<file path="config.mk">
export PLATFORM = sky130hd
export DESIGN_NAME = mult_accum_stage
export DESIGN_NICKNAME = d
export VERILOG_FILES = /design/src/rtl/mult_pkg.sv /design/src/rtl/sat_adder.sv /design/src/rtl/mult_accum_stage.sv
export SDC_FILE = /design/constraint.sdc
export NUM_CORES = 1
export LEC_CHECK = 0
export CORE_MARGIN = 1
export CORE_UTILIZATION = 45
export CTS_CLUSTER_DIAMETER = 30
export DETAILED_ROUTE_END_ITERATION = 7
export MAX_ROUTING_LAYER = met4
export PLACE_DENSITY = 0.8
export SLEW_MARGIN = 5
export SYNTH_ARGS = -nofsm -noshare
export SYNTH_HDL_FRONTEND = slang
export SYNTH_SLANG_ARGS = --single-unit
</file>
<file path="constraint.sdc">
create_clock -name clk -period 2.64 [get_ports clk]
set_input_delay 0.264 -clock clk [delete_from_list [all_inputs] [get_ports clk]]
set_output_delay 0.264 -clock clk [all_outputs]
set_load 0.1 [all_outputs]
</file>
<file path="src/rtl/mult_pkg.sv">
// Shared constants and FSM encoding for the multiply-accumulate stage.
package mult_pkg;

  localparam int DATA_WIDTH = 4;
  localparam int PROD_WIDTH = 2 * DATA_WIDTH;

  typedef enum logic [1:0] {
    ST_IDLE  = 2'd0,
    ST_ACCUM = 2'd1,
    ST_DONE  = 2'd2
  } state_t;

endpackage

</file>
<file path="src/rtl/sat_adder.sv">
// Unsigned adder that clamps to all ones when the sum carries out of ACC_WIDTH bits.
module sat_adder #(
  parameter int ACC_WIDTH = 16
) (
  input  logic [ACC_WIDTH-1:0] a,
  input  logic [ACC_WIDTH-1:0] b,
  output logic [ACC_WIDTH-1:0] sum,
  output logic                 sat
);

  logic [ACC_WIDTH:0] w_full;

  assign w_full = {1'b0, a} + {1'b0, b};
  assign sat    = w_full[ACC_WIDTH];
  assign sum    = sat ? {ACC_WIDTH{1'b1}} : w_full[ACC_WIDTH-1:0];

endmodule

</file>
<file path="src/rtl/mult_accum_stage.sv">
// Handshaked accumulator that sums a programmed number of multiplier products
// into one saturated dot-product result with a sticky overflow flag.
module mult_accum_stage #(
  parameter int DATA_WIDTH = mult_pkg::DATA_WIDTH,
  parameter int PROD_WIDTH = 2 * DATA_WIDTH,
  parameter int ACC_WIDTH  = 16,
  parameter int MAX_LEN    = 16,
  parameter int LEN_WIDTH  = $clog2(MAX_LEN + 1)
) (
  input  logic                  clk,
  input  logic                  rst,
  input  logic                  start,
  input  logic [LEN_WIDTH-1:0]  len,
  input  logic [PROD_WIDTH-1:0] prod,
  input  logic                  in_valid,
  output logic                  in_ready,
  output logic [ACC_WIDTH-1:0]  result,
  output logic                  overflow,
  output logic                  out_valid,
  input  logic                  out_ready,
  output logic                  busy
);

  import mult_pkg::state_t;
  import mult_pkg::ST_IDLE;
  import mult_pkg::ST_ACCUM;
  import mult_pkg::ST_DONE;

  localparam logic [LEN_WIDTH-1:0] LP_MAX_LEN = LEN_WIDTH'(MAX_LEN);
  localparam logic [LEN_WIDTH-1:0] LP_ONE     = LEN_WIDTH'(1);
  localparam logic [LEN_WIDTH-1:0] LP_ZERO    = LEN_WIDTH'(0);

  state_t               r_state;
  state_t               w_state_next;
  logic [ACC_WIDTH-1:0] r_acc;
  logic [LEN_WIDTH-1:0] r_count;
  logic                 r_overflow;
  logic                 r_out_valid;
  logic                 r_busy;
  logic [ACC_WIDTH-1:0] w_prod_ext;
  logic [ACC_WIDTH-1:0] w_sum;
  logic                 w_sat;
  logic                 w_xfer;
  logic [LEN_WIDTH-1:0] w_len_clamped;

  assign w_prod_ext    = ACC_WIDTH'(prod);
  assign w_len_clamped = (len > LP_MAX_LEN) ? LP_MAX_LEN : len;
  assign w_xfer        = in_valid && (r_state == ST_ACCUM);

  sat_adder #(
    .ACC_WIDTH(ACC_WIDTH)
  ) u_sat_adder (
    .a  (r_acc),
    .b  (w_prod_ext),
    .sum(w_sum),
    .sat(w_sat)
  );

  always_ff @(posedge clk) begin
    if (rst) begin
      r_state <= ST_IDLE;
    end else begin
      r_state <= w_state_next;
    end
  end

  // Next-state logic; start is only honoured from IDLE, never during DONE.
  always_comb begin
    w_state_next = r_state;
    case (r_state)
      ST_IDLE: begin
        if (start) begin
          if (w_len_clamped == LP_ZERO) begin
            w_state_next = ST_DONE;
          end else begin
            w_state_next = ST_ACCUM;
          end
        end else begin
          w_state_next = ST_IDLE;
        end
      end
      ST_ACCUM: begin
        if (w_xfer && (r_count == LP_ONE)) begin
          w_state_next = ST_DONE;
        end else begin
          w_state_next = ST_ACCUM;
        end
      end
      ST_DONE: begin
        if (out_ready) begin
          w_state_next = ST_IDLE;
        end else begin
          w_state_next = ST_DONE;
        end
      end
      default: begin
        w_state_next = ST_IDLE;
      end
    endcase
  end

  always_ff @(posedge clk) begin
    if (rst) begin
      r_acc       <= {ACC_WIDTH{1'b0}};
      r_count     <= LP_ZERO;
      r_overflow  <= 1'b0;
      r_out_valid <= 1'b0;
      r_busy      <= 1'b0;
    end else begin
      case (r_state)
        ST_IDLE: begin
          if (start) begin
            r_acc      <= {ACC_WIDTH{1'b0}};
            r_count    <= w_len_clamped;
            r_overflow <= 1'b0;
          end
        end
        ST_ACCUM: begin
          if (w_xfer) begin
            r_acc      <= w_sum;
            r_count    <= r_count - LP_ONE;
            r_overflow <= r_overflow | w_sat;
          end
        end
        default: begin
        end
      endcase
      // Flags track the state being entered so they line up with r_state.
      r_out_valid <= (w_state_next == ST_DONE);
      r_busy      <= (w_state_next != ST_IDLE);
    end
  end

  assign in_ready  = (r_state == ST_ACCUM);
  assign result    = r_acc;
  assign overflow  = r_overflow;
  assign out_valid = r_out_valid;
  assign busy      = r_busy;

endmodule

</file>
# Word level (Yosys, flattened, before mapping)
# Index checks and enable logic that the tools add are counted.
dict set report word_totals {
  output_inout_bits 20
  elab_cells 39
  ff_bits 26
  in_bits 18
}
dict set report op_classes {
  n_reduce_logical 7
  n_addsub 2
  n_mux 16
  eq_ne 6
  bitwise 1
  order_cmp 1
}
# cell count
set op_table {}
lappend op_table {{$mux 16} 3}
lappend op_table {{$pmux 16 s2} 1}
lappend op_table {{$add 16x8->17} 1}
lappend op_table {{$mux 5} 3}
lappend op_table {{$pmux 5 s2} 1}
lappend op_table {{$mux 2} 4}
lappend op_table {{$pmux 2 s3} 1}
lappend op_table {{$eq 5x1->1 const B} 1}
lappend op_table {{$gt 5x5->1 const B} 1}
lappend op_table {{$logic_not 5->1} 1}
lappend op_table {{$sub 5x1->5 const B} 1}
lappend op_table {{$eq 2x2->1 const B} 2}
lappend op_table {{$reduce_bool 2->1} 2}
lappend op_table {{$reduce_and 3->1} 1}
lappend op_table {{$eq 2x1->1 const B} 1}
lappend op_table {{$logic_and 1x1->1} 2}
lappend op_table {{$logic_not 2->1} 1}
lappend op_table {{$mux 1} 2}
lappend op_table {{$ne 2x1->1 const B} 1}
lappend op_table {{$ne 2x2->1 const B} 1}
lappend op_table {{$pmux 1 s2} 1}
lappend op_table {{$or 1x1->1} 1}

# Depth between registers and ports, before layout
# Gate-level depths: netlist (run 1).
dict set report depth {
  ltp_word 7
  ltp_mapped 9
  ltp_nobuf 7
}

# Cells and area by module
# Synthesis (run 1) repeated with hierarchy kept, for this count alone.
dict set report unflattened {
  cells_unflattened 258
  hier_area_um2 2127.0
}
# mod cells_each seq_area_each_um2 instances area_per_inst_um2
set by_module_without_submodules {}
lappend by_module_without_submodules {mult_accum_stage 142 520.5 1 1256.2}
lappend by_module_without_submodules {sat_adder 116 0.0 1 870.8}

# Worst setup path before layout (run 1)
# OpenSTA, ideal clock, no wires.
dict set report synth_path {
  kind {reg2reg}
  from {reg r_acc[0], in the netlist result[0]}
  to {reg r_acc[12], in the netlist result[12]}
  n_path_buf 0
  slack_ns 0.084
  setup_ns 0.070
  t_arrival_ns 2.486
  required_ns 2.570
  path_stages_with_launch 8
  cell_sequence {dfxtp_1 ha_1 fa_1 a211oi_1 o211ai_2 nand2_2 or4_1 o21ai_1}
}
dict set report synth_between {
  elab_chain_cells 4
}
# element line_no
set synth_rtl {}
lappend synth_rtl {{start, declared} mult_accum_stage.sv:35} ;# logic [ACC_WIDTH-1:0] r_acc;
lappend synth_rtl {{start signal, assigned} mult_accum_stage.sv:104} ;# r_acc <= {ACC_WIDTH{1'b0}};
lappend synth_rtl {{start signal, assigned} mult_accum_stage.sv:113} ;# r_acc <= {ACC_WIDTH{1'b0}};
lappend synth_rtl {{start signal, assigned} mult_accum_stage.sv:120} ;# r_acc <= w_sum;
lappend synth_rtl {{$add 16x8->17} sat_adder.sv:13} ;# assign w_full = {1'b0, a} + {1'b0, b};
lappend synth_rtl {{$mux 16} sat_adder.sv:15} ;# assign sum = sat ? {ACC_WIDTH{1'b1}} : w_full[ACC_WIDTH-1:0];
lappend synth_rtl {{$mux 16} mult_accum_stage.sv:119} ;# if (w_xfer) begin
lappend synth_rtl {{$pmux 16 s2} mult_accum_stage.sv:110} ;# case (r_state)
# Every way passes these cells. The select of a mux whose other input is x is not followed.
# A chain may end at the register's enable or synchronous reset.

# Worst setup path after layout (run 1)
dict set report layout_path {
  from {in prod[0]}
  to {reg r_acc[7], in the netlist result[7]}
}
dict set report layout_between {
  elab_chain_cells 4
}
# element line_no
set layout_rtl {}
lappend layout_rtl {{start, declared} mult_accum_stage.sv:14} ;# input logic [PROD_WIDTH-1:0] prod,
lappend layout_rtl {{$add 16x8->17} sat_adder.sv:13}
lappend layout_rtl {{$mux 16} sat_adder.sv:15}
lappend layout_rtl {{$mux 16} mult_accum_stage.sv:119}
lappend layout_rtl {{$pmux 16 s2} mult_accum_stage.sv:110}
# Every way passes these cells. The select of a mux whose other input is x is not followed.

==> flow_summary.ini, run 1 <==
[final_layout]
syn2layout_area_growth_pct = 25.62
most-common-layout-cells = dfxtp_1, a21oi_1, buf_4, clkdlybuf4s50_1, nand2_1
diodes = 0
drive_gt1_share_pct = 17.11
layout_commonest_cell = dfxtp_1
fin_area_mm2 = 0.002043
fin_cells = 274
nNetsFinal = 258

[global_route]
grt_pass1_vias = 1464
grt_max_degree = 26
groute.usage.overall_pct = 20.30
antenna_found_initial = 0
grt_pass1_wl_um = 6327
grt-ovfl-total = 0

[logic_synthesis]
synth_area_per_cell_um2 = 8.472
synth_flop_cell = dfxtp_1
synth_seq_cells = 26
synth_cell_types = 47
syn_inst = 192
syn_area_mm2 = 0.001627
synthArstFlopShare_pct = 0
yosys_warnings = 0
syn-num-nets = 221
synth_edf_count = 0
synth.yosys.seq_area_share_pct = 32.00

[hold_path]
whs_path_depth = 2
hold_end = r_count[2]$_SDFFE_PP0P_
hp-class = reg2reg
hold_start = r_count[2]$_SDFFE_PP0P_

[timing]
slew_violations = 0
relSlewSlack_pct = 37.05
skew_ns = 0.001404
max_freq_ghz = 0.4414
hold_viol_final = 0
tightest_slew_ns = 0.9442
rsz0062_at_grt = false
setup_tns_ns = 0
min_period_ns = 2.265
finalSetupViolations = 0
timing.final.crit_share_pct = 85.81

[setup_path]
cpMaxStageDelayCell = fa_1
crit_path_end_kind = register
rr_worst_depth = 7
cp-start-kind = input port
r2r_slack_ns = 0.39
cp_slowest_stage_delay_ns = 0.42
worstReg2RegEnd = result[7]$_SDFFE_PP0P_
worstPathCellList = clkdlybuf4s50_1, ha_1, fa_1, a211oi_1, o211ai_2, nand3_1, a21boi_0, a31oi_1
critPathKind = in2reg
critPathArrivalTime_ns = 2.49
worstPathMaxFanout = 6
cp.required_ns = 2.86
r2r-start = result[0]$_SDFFE_PP0P_

[floorplan]
die_area_mm2 = 0.003859
ioPinCount = 38
die_height_um = 62.12
core_area_mm2 = 0.003390
rows = 21
start_util_pct = 47.99
die_x_um = 62.12

[route]
vias_per_cell = 5.880
firstDrtPassIters = 4
ant_nets = 0
drc = 0
vias = 1611
totalWireLength_um = 3862
dr.first_iter.drc_count = 97
routedWlPerCell_um = 14.09

[cts]
clockBufferDepth = 2
clk_pin_slew_ns = 0.15
cts_buffers = 3
ctsResizeCount = 0
clock_latency_ns = 0.32
cts_root_buffer = clkbuf_4
htreeDepth = 1
post_cts_buffers = 0
cts_tree = built
clkSinkCount = 26
hold_buffers = 0

[placement]
placed_area_mm2 = 0.001991
dpl.hpwl_um = 2867
place_congestion = 0.8986
io_buffers = 37
dpl.cell_count = 270

[power_and_ir_drop]
ir_drop_mv = 0.3850
p_leak_nw = 0.7868
power_density_mw_per_mm2 = 467.9

[job]
cap_violations = 0

[run_status]
status = finished, final reports clean
==> metrics by stage <==
stage,total power [W],worst slack [ns],utilization (%),hold WS (ns)
after floorplan,0.0006129,0.08351,-,0.4000
after global placement,0.0006787,0.1179,58.73,0.5017
after detailed placement,0.0006823,0.01329,58.73,0.5049
after CTS,0.0009580,0.3700,60.28,0.5256
after global routing,0.0009999,0.1918,60.28,0.5438
final,0.0009559,0.3747,60.28,0.5248
==> worst max-delay path, delay by kind of cell <==
kind | cells | cell delay, ns
compound gates | 4 | 0.90
fa+ha+maj | 2 | 0.66
buf+inv | 1 | 0.41
simple gates | 1 | 0.25
==> synth_stat cells, types with 2 or more instances <==
master | instances | area share (%)
dfxtp_1 | 26 | 32
a21oi_1 | 24 | 7.4
nand2_1 | 12 | 2.8
ha_1 | 10 | 7.7
nand3_1 | 10 | 3.1
nor3_1 | 9 | 2.8
a22oi_1 | 8 | 3.7
nor2_1 | 7 | 1.6
o21ai_0 | 7 | 2.2
a31oi_1 | 6 | 2.3
inv_1 | 6 | 1.4
o211ai_1 | 6 | 2.8
a211oi_1 | 5 | 2.3
a21o_1 | 4 | 1.8
buf_2 | 4 | 1.2
or4_1 | 4 | 1.8
clkbuf_1 | 3 | 0.69
nor3b_1 | 3 | 1.4
xor2_1 | 3 | 1.6
nand2b_1 | 2 | 0.77
nand3b_1 | 2 | 0.92
nand4_1 | 2 | 0.77
nand4b_1 | 2 | 1.1
o211ai_2 | 2 | 1.5
o311ai_0 | 2 | 1.1
xnor2_1 | 2 | 1.1
==> sequential cells by signal, indices dropped and copies added, names as in the netlist <==
| name | count |
|---|---|
| result | 16 |
| r_count | 5 |
| r_state | 2 |
| overflow | 1 |
| busy | 1 |
| out_valid | 1 |
==> power breakdown <==
group          leakage, nW  switching, W  total, W  internal, W
Clock               0.0279      0.000126  0.000279     0.000153
Combinational        0.548      0.000163  0.000253    0.0000903
Sequential           0.211     0.0000151  0.000424     0.000409
Total                0.787      0.000303  0.000956     0.000653
==> routing by layer <==
layer  share of wire [%]  track usage (%)  vias up  wire (um)
met5                   0                -        -          0
met4                0.49            4.360        0         19
met3                 4.4            1.654        2        170
met2                  46            34.89       48       1789
met1                  49            25.96      749       1883
li1                    -                -      812          -
==> kinds of logic after synthesis <==
logic type,Yosys count,synth area share (%)
buffers and inverters,15,4.077
XOR/XNOR,5,2.693
adder cells (fa/ha/maj),11,8.923
AO/OA/AOI/OAI,74,31.69
flip-flops,26,32.00
AND/OR/NAND/NOR,61,20.62
==> layout make-up <==
cell class	instances	area (um^2)
well taps	46	57.56
clock buffers	3	22.52
inverters	6	22.52
flip-flops and latches	26	520.5
clock inverters	1	30.03
repair buffers	41	350.3
multi-input cells	151	1040
fillers	303	1346
==> worst max-delay path by stage <==
stage                                      start                       to  slack (ns)  cells after the start
after CTS                                prod[0]   result[7]$_SDFFE_PP0P_        0.37                      8
after floorplan           result[0]$_SDFFE_PP0P_  result[12]$_SDFFE_PP0P_        0.08                      7
after global routing      result[0]$_SDFFE_PP0P_   result[7]$_SDFFE_PP0P_        0.19                      7
final                                    prod[0]   result[7]$_SDFFE_PP0P_        0.37                      8
after global placement                   prod[0]   result[7]$_SDFFE_PP0P_        0.12                      8
after detailed placement                 prod[0]   result[7]$_SDFFE_PP0P_        0.01                      8
Note: power is estimated with default switching activity, not from simulation.
==> run 2, diff against run 1 <==
--- a/config.mk
+++ b/config.mk
@@ -10,8 +10,8 @@
 export CTS_CLUSTER_DIAMETER = 30
 export DETAILED_ROUTE_END_ITERATION = 7
 export MAX_ROUTING_LAYER = met4
-export PLACE_DENSITY = 0.8
-export SLEW_MARGIN = 5
+export PLACE_DENSITY = 0.73
+export SLEW_MARGIN = 40
 export SYNTH_ARGS = -nofsm -noshare
 export SYNTH_HDL_FRONTEND = slang
 export SYNTH_SLANG_ARGS = --single-unit
==> flow_summary.ini, run 2 (same netlist as run 1, synthesis figures left out) <==
[placement]
placed_area_mm2 = 0.001987
dpl.hpwl_um = 3029
place_congestion = 0.8378
io_buffers = 37
dpl.cell_count = 269

[cts]
ctsResizeCount = 0
cts_root_buffer = clkbuf_4
htreeDepth = 1
clock_latency_ns = 0.33
cts_buffers = 3
clockBufferDepth = 2
post_cts_buffers = 0
clk_pin_slew_ns = 0.15
clkSinkCount = 26
hold_buffers = 0
cts_tree = built

[floorplan]
start_util_pct = 47.99
die_height_um = 62.12
die_area_mm2 = 0.003859
die_x_um = 62.12
ioPinCount = 38
rows = 21
core_area_mm2 = 0.003390

[power_and_ir_drop]
p_leak_nw = 0.7822
ir_drop_mv = 0.2279
power_density_mw_per_mm2 = 468.5

[timing]
hold_viol_final = 0
relSlewSlack_pct = 53.08
slew_violations = 0
holdWs_ns = 0.5379
finalSetupViolations = 0
tightest_slew_ns = 0.7023
min_period_ns = 2.154
timing.final.crit_share_pct = 81.59
max_freq_ghz = 0.4642
setup_tns_ns = 0
skew_ns = 0.007932
rsz0062_at_grt = false

[final_layout]
syn2layout_area_growth_pct = 25.38
fin_area_mm2 = 0.002039
fin_cells = 273
drive_gt1_share_pct = 17.18
nNetsFinal = 257
largest_reg_flops = 16
layout_commonest_cell = dfxtp_1
diodes = 0
most-common-layout-cells = dfxtp_1, a21oi_1, buf_4, clkdlybuf4s50_1, nand2_1

[global_route]
grt_pass1_wl_um = 6796
grt_pass1_vias = 1519
antenna_found_initial = 0
grt_max_degree = 16
grt-ovfl-total = 0
groute.usage.overall_pct = 22.09

[setup_path]
cp-start-kind = register
critPathArrivalTime_ns = 2.40
critPathKind = reg2reg
cpMaxStageDelayCell = fa_1
worstPathCellList = ha_1, fa_1, a211oi_1, o211ai_2, buf_4, nand2_2, nor3b_1, a211oi_1
cp.required_ns = 2.89
cp_common_cell = a211oi_1
crit_path_end_kind = register
cp_slowest_stage_delay_ns = 0.43
worstPathMaxFanout = 5

[hold_path]
hp-class = reg2reg

[route]
totalWireLength_um = 3959
drc = 0
dr.first_iter.drc_count = 101
vias_per_cell = 6.004
firstDrtPassIters = 4
ant_nets = 0
vias = 1639
routedWlPerCell_um = 14.50

[run_status]
status = finished, final reports clean

[job]
cap_violations = 0
-- run 2: report_power, final --
| group | total, W | internal, W | switching (W) | leakage [nW] |
|---|---|---|---|---|
| registers | 0.000424 | 0.000409 | 0.0000148 | 0.211 |
| logic | 0.000251 | 0.0000893 | 0.000162 | 0.543 |
| clock network | 0.000281 | 0.000154 | 0.000127 | 0.0279 |
-- run 2: metrics by stage --
step / util [%] / worst slack, ns / power [W]
after floorplan: - / 0.08351 / 0.0006129
after global placement: 58.51 / 0.1817 / 0.0006761
after detailed placement: 58.62 / 0.1349 / 0.0006828
after CTS: 60.17 / 0.4700 / 0.0009665
after global routing: 60.17 / 0.3403 / 0.001004
final: 60.17 / 0.4860 / 0.0009555
-- run 2: final timing paths --
kind / from / endpoint / slack [ns] / cells past startpoint
hold reg to reg: r_count[2]$_SDFFE_PP0P_ / r_count[2]$_SDFFE_PP0P_ / 0.54 / 2
hold / removal: r_count[2]$_SDFFE_PP0P_ / r_count[2]$_SDFFE_PP0P_ / 0.54 / 2
setup reg to reg: result[0]$_SDFFE_PP0P_ / result[8]$_SDFFE_PP0P_ / 0.49 / 8
setup / recovery: result[0]$_SDFFE_PP0P_ / result[8]$_SDFFE_PP0P_ / 0.49 / 8
-- run 2: area by class of cell --
cell class	count	area (um^2)
repair buffers	40	342.8
clock buffers	3	22.52
fillers	304	1350
clock inverters	1	30.03
well taps	46	57.56
inverters	6	22.52
multi-input cells	151	1044
flip-flops and latches	26	520.5
-- run 2: critical path, delay by kind of cell (launching register included) --
kind                     cells  cell delay [ns]
AO/OA/AOI/OAI                3             0.72
adder cells (fa/ha/maj)      2             0.66
flip-flops                   1             0.36
buffers and inverters        1             0.19
AND/OR/NAND/NOR              2             0.13
-- run 2: per-layer routing --
metal / GRT usage [%] / wire length [um] / vias up / share of wire, %
met3: 3.309 / 242 / 5 / 6.1
met1: 28.36 / 1766 / 764 / 45
met2: 34.34 / 1887 / 60 / 48
met5: - / 0 / - / 0
met4: 9.884 / 62 / 0 / 1.6
li1: - / - / 810 / -
